## src/rtl/bus_arbiter2.sv

```systemverilog
// Two-master round-robin arbiter in front of the high mapper port.
// Serializes m0/m1 accesses, holds the downstream strobe, watchdog-aborts hangs.
module bus_arbiter2 #(
    parameter int unsigned TIMEOUT_CYCLES = 1024,
    parameter logic [31:0] TIMEOUT_DATA   = 32'hFFFFFFFF
) (
    input  logic        clk,
    input  logic        rst,
    input  logic [31:0] m0_a,
    input  logic [31:0] m0_d,
    input  logic [3:0]  m0_web,
    input  logic        m0_rd,
    output logic [31:0] m0_spo,
    output logic        m0_ready,
    input  logic [31:0] m1_a,
    input  logic [31:0] m1_d,
    input  logic [3:0]  m1_web,
    input  logic        m1_rd,
    output logic [31:0] m1_spo,
    output logic        m1_ready,
    output logic [31:0] s_a,
    output logic [31:0] s_d,
    output logic [3:0]  s_web,
    output logic        s_rd,
    input  logic [31:0] s_spo,
    input  logic        s_ready,
    output logic        bus_timeout
);

    typedef enum logic [1:0] {
        IDLE,
        BUSY,
        RESP
    } state_t;

    localparam bit          TO_EN   = (TIMEOUT_CYCLES != 0);
    localparam logic [31:0] TO_LAST = (TIMEOUT_CYCLES == 0) ? 32'd0
                                    : 32'(TIMEOUT_CYCLES - 1);

    state_t      state;
    logic        gnt;
    logic        last;
    logic [31:0] cap_a;
    logic [31:0] cap_d;
    logic [3:0]  cap_web;
    logic        cap_rd;
    logic [31:0] rdata;
    logic [31:0] cnt;
    logic [3:0]  web_q;
    logic        rd_q;
    logic        rdy0_q;
    logic        rdy1_q;
    logic        to_q;

    logic        req0;
    logic        req1;
    logic        pick;
    logic [31:0] sel_a;
    logic [31:0] sel_d;
    logic [3:0]  sel_web;
    logic        sel_rd;

    // Round-robin pick: a tie goes to the master not served last.
    always_comb begin
        req0    = m0_rd | (|m0_web);
        req1    = m1_rd | (|m1_web);
        pick    = (req0 & req1) ? ~last : req1;
        sel_a   = pick ? m1_a   : m0_a;
        sel_d   = pick ? m1_d   : m0_d;
        sel_web = pick ? m1_web : m0_web;
        sel_rd  = pick ? m1_rd  : m0_rd;
    end

    // Transaction FSM; every output is a flop so no input reaches an output.
    always_ff @(posedge clk) begin
        if (rst) begin
            state   <= IDLE;
            gnt     <= 1'b0;
            last    <= 1'b1;
            cap_a   <= '0;
            cap_d   <= '0;
            cap_web <= '0;
            cap_rd  <= 1'b0;
            rdata   <= '0;
            cnt     <= '0;
            web_q   <= '0;
            rd_q    <= 1'b0;
            rdy0_q  <= 1'b0;
            rdy1_q  <= 1'b0;
            to_q    <= 1'b0;
        end else begin
            rdy0_q <= 1'b0;
            rdy1_q <= 1'b0;
            to_q   <= 1'b0;
            unique case (state)
                IDLE: begin
                    if (req0 | req1) begin
                        cap_a   <= sel_a;
                        cap_d   <= sel_d;
                        cap_web <= sel_web;
                        cap_rd  <= sel_rd;
                        web_q   <= sel_web;
                        rd_q    <= sel_rd;
                        gnt     <= pick;
                        last    <= pick;
                        cnt     <= '0;
                        state   <= BUSY;
                    end
                end
                BUSY: begin
                    if (s_ready || (TO_EN && cnt == TO_LAST)) begin
                        rdata  <= s_ready ? s_spo : TIMEOUT_DATA;
                        to_q   <= ~s_ready;
                        web_q  <= '0;
                        rd_q   <= 1'b0;
                        rdy0_q <= ~gnt;
                        rdy1_q <= gnt;
                        state  <= RESP;
                    end else begin
                        cnt <= cnt + 32'd1;
                    end
                end
                RESP: begin
                    state <= IDLE;
                end
                default: begin
                    state <= IDLE;
                end
            endcase
        end
    end

    assign s_a         = cap_a;
    assign s_d         = cap_d;
    assign s_web       = web_q;
    assign s_rd        = rd_q;
    assign m0_spo      = rdata;
    assign m1_spo      = rdata;
    assign m0_ready    = rdy0_q;
    assign m1_ready    = rdy1_q;
    assign bus_timeout = to_q;

    logic unused_ok;
    assign unused_ok = cap_rd ^ (|cap_web);

endmodule

```

## config.mk

```make
export PLATFORM = sky130hd
export DESIGN_NAME = bus_arbiter2
export DESIGN_NICKNAME = d
export VERILOG_FILES = /design/src/rtl/bus_arbiter2.sv
export SDC_FILE = /design/constraint.sdc
export NUM_CORES = 1
export LEC_CHECK = 0
export CAP_MARGIN = 10
export CORE_AREA = 5 5 131 133
export CTS_BUF_LIST = sky130_fd_sc_hd__clkbuf_4
export DETAILED_ROUTE_END_ITERATION = 8
export DIE_AREA = 0 0 136 138
export GPL_TIMING_DRIVEN = 1
export PLACE_DENSITY_LB_ADDON = 0.3
export RECOVER_POWER = 100
export SYNTH_ARGS = -nofsm -noshare
export SYNTH_HDL_FRONTEND = slang
export SYNTH_SLANG_ARGS = --single-unit
```

## constraint.sdc

```tcl
create_clock -name clk -period 2.17 [get_ports clk]
set_input_delay 0.434 -clock clk [delete_from_list [all_inputs] [get_ports clk]]
set_output_delay 0.434 -clock clk [all_outputs]
set_load 0.02 [all_outputs]
```

==> metrics.md, run 1 <==
| Metric | Value |
|---|---|
| Vias in the first global route | 6,231 |
| Hold Vio Cnt, Final | 0 |
| Tmin final | roughly 2100 ps |
| Via count | about 6.5k |
| CTS resizes | 0 |
| CP max stage cell | or4_4 |
| Syn Nets | 913 |
| Total I/O pin count | 309 |
| Die X | roughly 140 microns |
| Simple-Gate Fraction of Synth Area | around 17% |
| Crit share post-route | slightly below 100% |
| DR vias/cell | 5.177 |
| Worst R2R Start | cnt[0] |
| H-tree Lvls | 4 |
| Area Growth Syn to Fin | 52.24% |
| First-pass GRT wire length | between 30 and 40 mm |
| Initial core utilization | approximately 42% |
| Commonest non-fill, non-tap cell in the layout | clkdlybuf4s50_1 |
| Final Wtd Congestion | 0.8341 |
| Max VDD drop | 0.0003640 V |
| Commonest non-fill, non-tap cells in the layout | clkdlybuf4s50_1 (200), nor2_1 (141), dfxtp_1 (140) |
| Setup TNS | 0 ps |
| GR Overflow Total | 0 |
| RSZ-0062 raised after global routing | false |
| Startpoint Class | input port |
| Final Max Tran Viols | 0 |
| Fmax | 478.4 MHz |
| Clock Tree Buf Depth | 2 |
| Hold Startpoint | rst |
| Hold path cells | 6 |
| Power per Cell Area | 651.1 nW/um^2 |
| Post-synth top area share | approximately 42% |
| DP HPWL | around 16 mm |
| Reg2reg end | cnt[30] |
| CP max FO | 15 |
| # DRC | 0 |
| Top delay family on crit path | buffers and inverters |
| Placed cell areas | around 9800 sq um |
| Antenna-violating nets left | 0 |
| Post-synth ARST share | 0% |
| Worst-margin pin slew | approximately 660 ps |
| Synth top area cells | dfxtp_1 (42%), mux2i_1 (10%), nor2_1 (8.0%) |
| CP Class | input port to flip-flop |
| Largest family of logic cells by synthesized area | compound AO/OA/AOI/OAI gates |
| # nets final | between 1k and 1.5k |
| Syn Area/Cell | ~9.0 sq um |
| Post-Synth XOR/XNOR Area | 0% |
| 1st-iter DRT viols | 245 |
| Largest net degree at the start of global routing | 71 |
| Leak pwr | between 4 and 5 nW |
| Mapped Cells | about 740 |
| Fin area | roughly 10,000 sq um |
| Multi-input gate area | 3277 sq um |
| MaxCap Viol Count | 0 |
| Fraction of layout cells with a size suffix above 1 | between 8 and 9% |
| Die area | ~19,000 sq um |
| Seq/Total Area, Yosys | about 42% |
| Crit path arrival time | ~2500 ps |
| # fillers | about 1.4k |
| Worst min path class | input port to flip-flop |
| Distinct cell type count after synthesis | 56 |
| Post-synthesis compound-gate area fraction | 21.34% |
| Wirelength, routed | approximately 21 mm |
| Cells on worst reg2reg path | 7 |
| Post-CTS Setup Inserts | 0 |
| Num CTS Buffers | 17 |
| Number of flops mapped to enable cells by yosys | 0 |
| Core ar. | around 16,000 sq um |
| CP required | ~2600 ps |
| DR WL/cell | 16.96 microns |
| Worst skew pair latency | between 500 and 600 ps |
| R2r setup slk | around 170 ps |
| Post-Route Skew | approximately 18 ps |
| # clock sinks | 140 |
| Rel. slew slack | between 50% and 60% |
| Post-synth top area cell | dfxtp_1 |
| Total area of sequential cells | between 2000 and 3000 sq um |
| Final setup fails | 0 |
| Crit-path cells | clkdlybuf4s50_1 -> or4_4 -> o21ai_4 -> buf_2 -> mux2i_1 -> a211oi_1 |
| Main synth FF type | dfxtp_1 |
| Initial antenna violation count | 2 |
| Die span in y | 138 microns |
| WP buf/inv | 2 |
| GRT Resource Usage Total | between 20% and 30% |
| Worst setup EP type | flip-flop |
| Flops & latches, synth | 140 |
| TritonRoute pass-1 iters | 4 |
| Slowest stage delay, CP | between 500 and 600 ps |
| I/O Buffers | approximately 310 |
| Yosys warnings | 0 |
| Outcome | finished, final reports clean |
| Root Buffer | clkbuf_4 |
| Mux cell area share after synthesis | approximately 10% |
| Clock slew at reported path FFs | between 100 and 150 ps |
| CTS tree | yes |
| Post-Syn Area | 6636 sq um |
| Post-synthesis adder-cell area fraction | less than 1% |
| Hold-fix buffers, CTS | 0 |
| Core Rows | 46 |
| Hold path endpoint | cnt[0] |
## logic make-up (layout without fill, tap and decap cells)
logic type                 Yosys count  after routing
DFF                                140            140
buffers and inverters               98            388
adders and majority gates            1              1
AOI/OAI and AO/OA                  192            192
muxes                               68             68
other                                0              2
and+or+nand+nor                    240            240
## routing by layer
layer  track usage (%)  share of wire, %
met5                 0                 0
met4             10.08               3.9
met3             7.765               8.6
met2             37.91                50
met1             24.23                37
## where the power goes
| part | internal (W) | switching [W] |
|---|---|---|
| clock | 0.000800 | 0.000998 |
| sequential | 0.00278 | 0.000112 |
| combinational | 0.000943 | 0.000946 |
## worst min-delay path, cell delays in order
cell and delay (ps):
buf_4 90, or3b_1 110, nor2_1 60, o21ai_2 120, buf_4 130, mux2i_1 50
## synthesized netlist by cell type, types with 10 or more instances
master and instances:
buf_4 33, mux2i_1 68, nand2_1 26, a41oi_1 16, o21a_1 34, a211oi_1 65, nand3_1 10, dfxtp_1 140
nand4_1 10, clkbuf_1 29, nor2_1 141, a21oi_1 15, o21ai_0 11, a31oi_1 15, inv_1 13, buf_2 14
## sequential cells by signal, summed over array words and instances (netlist names)
| signal | count |
|---|---|
| last | 1 |
| s_a | 32 |
| s_rd | 1 |
| m0_ready | 1 |
| m0_spo | 32 |
| m1_ready | 1 |
| state | 2 |
| cnt | 32 |
| bus_timeout | 1 |
| s_web | 4 |
| gnt | 1 |
| s_d | 32 |
## worst max path at each step
stage | start | depth (start not counted) | slack [ps] | endpoint
global route | cnt[1] | 5 | 8 | cnt[31]
finish | m1_web[1] | 6 | 80 | s_d[31]
floorplan | m0_web[1] | 7 | 300 | s_a[0]
global placement | m1_web[1] | 6 | -350 | s_d[31]
CTS | m0_spo[26] | 1 | 40 | m0_spo[26]
detailed placement | m1_web[1] | 7 | -380 | cnt[17]
## metrics by stage
stage	hold slack [ps]	power (W)	util [%]	setup WS [ps]	cells
final	478.0	0.006579	64.30	79.74	1247
after global routing	466.7	0.006892	64.30	7.631	1247
after CTS	449.1	0.006742	64.46	43.09	1245
after detailed placement	476.0	0.004947	62.56	-381.8	1213
after global placement	471.2	0.004924	62.56	-353.1	1213
after floorplan	416.3	0.003979	-	295.4	739
## layout make-up
| class | count | share of cell area [%] |
|---|---|---|
| antenna | 2 | 0.04954 |
| clock buffer | 17 | 1.263 |
| clock inverter | 15 | 1.697 |
| inverter | 13 | 0.4830 |
| multi-input combinational | 501 | 32.43 |
| sequential | 140 | 27.74 |
| tap | 216 | 2.675 |
| timing repair buffer | 343 | 33.66 |
(Power assumes the default switching activity.)
==> run 2, diff against run 1 <==
--- a/config.mk
+++ b/config.mk
@@ -5,7 +5,7 @@
 export SDC_FILE = /design/constraint.sdc
 export NUM_CORES = 1
 export LEC_CHECK = 0
-export CAP_MARGIN = 10
+export CAP_MARGIN = 20
 export CORE_AREA = 5 5 131 133
 export CTS_BUF_LIST = sky130_fd_sc_hd__clkbuf_4
 export DETAILED_ROUTE_END_ITERATION = 8
==> constraint.sdc (replaced) <==
create_clock -name clk -period 2.1 [get_ports clk]
set_input_delay 0.42 -clock clk [delete_from_list [all_inputs] [get_ports clk]]
set_output_delay 0.42 -clock clk [all_outputs]
set_load 0.02 [all_outputs]
==> run 2 against run 1 <==
Against the previous run:
- clock power is 2% lower
- register-to-register slack worse by 20 ps
- utilization is 0.25 points higher
- final cell count is 0.32% higher
- global-route usage hardly changed
- combinational power is 6% higher
- die area stayed put
- design area is 0.38% higher
- sequential cell count stayed put
- critical endpoint is now s_a[11]
- highest routed layer unchanged
==> metrics.md, run 2 (same netlist as run 1, synthesis figures left out) <==
| Metric | Value |
|---|---|
| # fillers | 1,346 (-1.8%) |
| Area Growth Syn to Fin | 52.83% |
| DP HPWL | 16.46 mm (+0.71%) |
| Hold Vio Cnt, Final | 0 (unchanged) |
| GR Overflow Total | 0 (unchanged) |
| Final Power | 0.006765 W (+2.8%) |
| DR vias/cell | 5.141 (-0.69%) |
| Post-CTS Setup Inserts | 0 (unchanged) |
| Worst-margin pin slew | 635.7 ps (-20.86 ps) |
| Hold Startpoint | rst |
| DR WL/cell | 17.00 microns (+0.22%) |
| # DRC | 0 (unchanged) |
| Multi-input gate area | 3271 sq um (-0.19%) |
| Top delay family on crit path | buffers and inverters |
| Fmax | just under 500 MHz |
| Core Rows | 46 (unchanged) |
| MaxCap Viol Count | 0 (unchanged) |
| Total I/O pin count | 309 (unchanged) |
| Leak pwr | 4.044 nW (-3.8%) |
| Sw Ratio | 30.15% (-1.1 points) |
| Wirelength, routed | 21.27 mm (+0.54%) |
| Sequential Power Share | 44.3% (+0.3 points) |
| Clock network fraction of total power | 26.0% (-1.3 points) |
| Startpoint Class | flip-flop |
| Die span in y | 138 microns (unchanged) |
| Clock slew at reported path FFs | 110 ps (about the same) |
| Slowest stage delay, CP | 720 ps (+150 ps) |
| Core ar. | 15,710 sq um (unchanged) |
| Vias in the first global route | 6,289 (+0.93%) |
| Worst skew pair latency | 540 ps (-20 ps) |
| WP buf/inv | 1 (-1) |
| # nets final | 1,198 (+0.67%) |
| 1st-iter DRT viols | 299 (+22%) |
| Worst setup path start | s_a[11] |
| Clock Tree Buf Depth | 2 (unchanged) |
| Final setup fails | 0 (unchanged) |
| Final Wtd Congestion | 0.8615 (+3.3%) |
| Max VDD drop | 0.0004554 V (+25%) |
| # clock sinks | 140 (unchanged) |
| Initial core utilization | 42.24% (unchanged) |
| CP max stage cell | dlygate4sd3_1 |
| Crit share post-route | 95.84% |
| Crit-path cells | dlygate4sd3_1 |
| Root Buffer | clkbuf_4 |
| Die X | 136 microns (unchanged) |
| Hold-fix buffers, CTS | 0 (unchanged) |
| Tmin final | just over 2000 ps |
| Combinational share of power | 29.8% (+1.1 points) |
| Placed cell areas | 9902 sq um (+0.74%) |
| Int Pwr | 0.004725 W (+4.5%) |
| Initial antenna violation count | 1 (-1) |
| I/O Buffers | 308 (unchanged) |
| Die area | 18,770 sq um (unchanged) |
| CP Class | flip-flop to output port |
| GRT Resource Usage Total | 22.02% (-0.042 points) |
| Num CTS Buffers | 17 (unchanged) |
| Commonest non-fill, non-tap cells in the layout | clkdlybuf4s50_1 (279), nor2_1 (142), dfxtp_1 (140) |
| Antenna-violating nets left | 0 (unchanged) |
| Crit path arrival time | 1590 ps (-920 ps) |
| Final Max Tran Viols | 0 (unchanged) |
| Total area of sequential cells | 2803 sq um (unchanged) |
| CP max FO | 2 (-13) |
| Outcome | finished, final reports clean |
| Worst R2R Start | cnt[0] |
| Fin area | 10,140 sq um (+0.38%) |
| Post-Route Skew | 21.77 ps (+3.501 ps) |
| Largest net degree at the start of global routing | 114 (+61%) |
| Rel. slew slack | 57.54% (+1.3 points) |
| Worst min path class | input port to flip-flop |
| Fraction of layout cells with a size suffix above 1 | 8.317% (-0.040 points) |
| Power per Cell Area | 667.0 nW/um^2 (+2.4%) |
| CTS tree | yes |
| CP required | 1680 ps (-910 ps) |
| H-tree Lvls | 4 (unchanged) |
| Via count | 6,432 (-0.37%) |
| First-pass GRT wire length | 33.02 mm (about the same) |
| TritonRoute pass-1 iters | 4 (unchanged) |
| Worst setup EP type | output port |
| Commonest non-fill, non-tap cell in the layout | clkdlybuf4s50_1 |
| P_sw | 0.002040 W (-0.82%) |
-- run 2: repair_timing --
item                                   4_1_cts  5_1_grt
resized for setup                            0        3
setup endpoints to repair                    0        3
endpoints found under the hold margin        0        0
-- run 2: power by group through the flow --
stage / combinational, W / sequential, W / clock [W]
2_1_floorplan: 0.000808 / 0.00330 / 0
3_3_place_gp: 0.00204 / 0.00305 / 0
5_1_grt: 0.00214 / 0.00302 / 0.00191
6_report: 0.00201 / 0.00299 / 0.00176
4_1_cts: 0.00207 / 0.00300 / 0.00182
3_5_place_dp: 0.00206 / 0.00306 / 0
-- run 2: layout make-up --
cell class	count	area share [%]
Tap cell	216	2.665
Antenna cell	1	0.02467
Multi-Input combinational cell	501	32.25
Inverter	13	0.4811
Timing Repair Buffer	351	34.30
Sequential cell	140	27.63
Clock inverter	10	1.246
Clock buffer	19	1.406
-- run 2: worst register-to-register path: cells and delay by family (launching register included) --
family | cells | cell delay, ps
compound gates | 2 | 610
flops | 1 | 330
simple gates | 3 | 470
buf+inv | 1 | 240
fa+ha+maj | 1 | 220
-- run 2: final timing paths --
kind / end / slack (ps) / depth (start not counted)
max: s_a[11] / 90 / 1
min: state[1] / 410 / 3
max reg2reg: m0_spo[3] / 150 / 7
min reg2reg: m0_ready / 480 / 1
-- run 2: metal layers --
layer	part of all wire, %	track usage (%)	vias up
li1	-	-	3239
met1	37	23.61	2903
met2	51	38.85	247
met3	8.5	7.366	43
met4	3.5	9.920	0
met5	0	0	-
-- run 2: through the flow --
stage	util (%)	TNS [ps]	std cells	setup WS, ps	hold WS [ps]
CTS	64.73	0	1250	33.91	384.8
finish	64.55	0	1251	87.39	414.0
global route	64.55	-12.03	1251	-12.03	420.4
detailed placement	63.02	-33040	1221	-420.1	473.1
floorplan	-	0	739	239.4	416.3
global placement	63.02	-30780	1221	-382.3	464.2
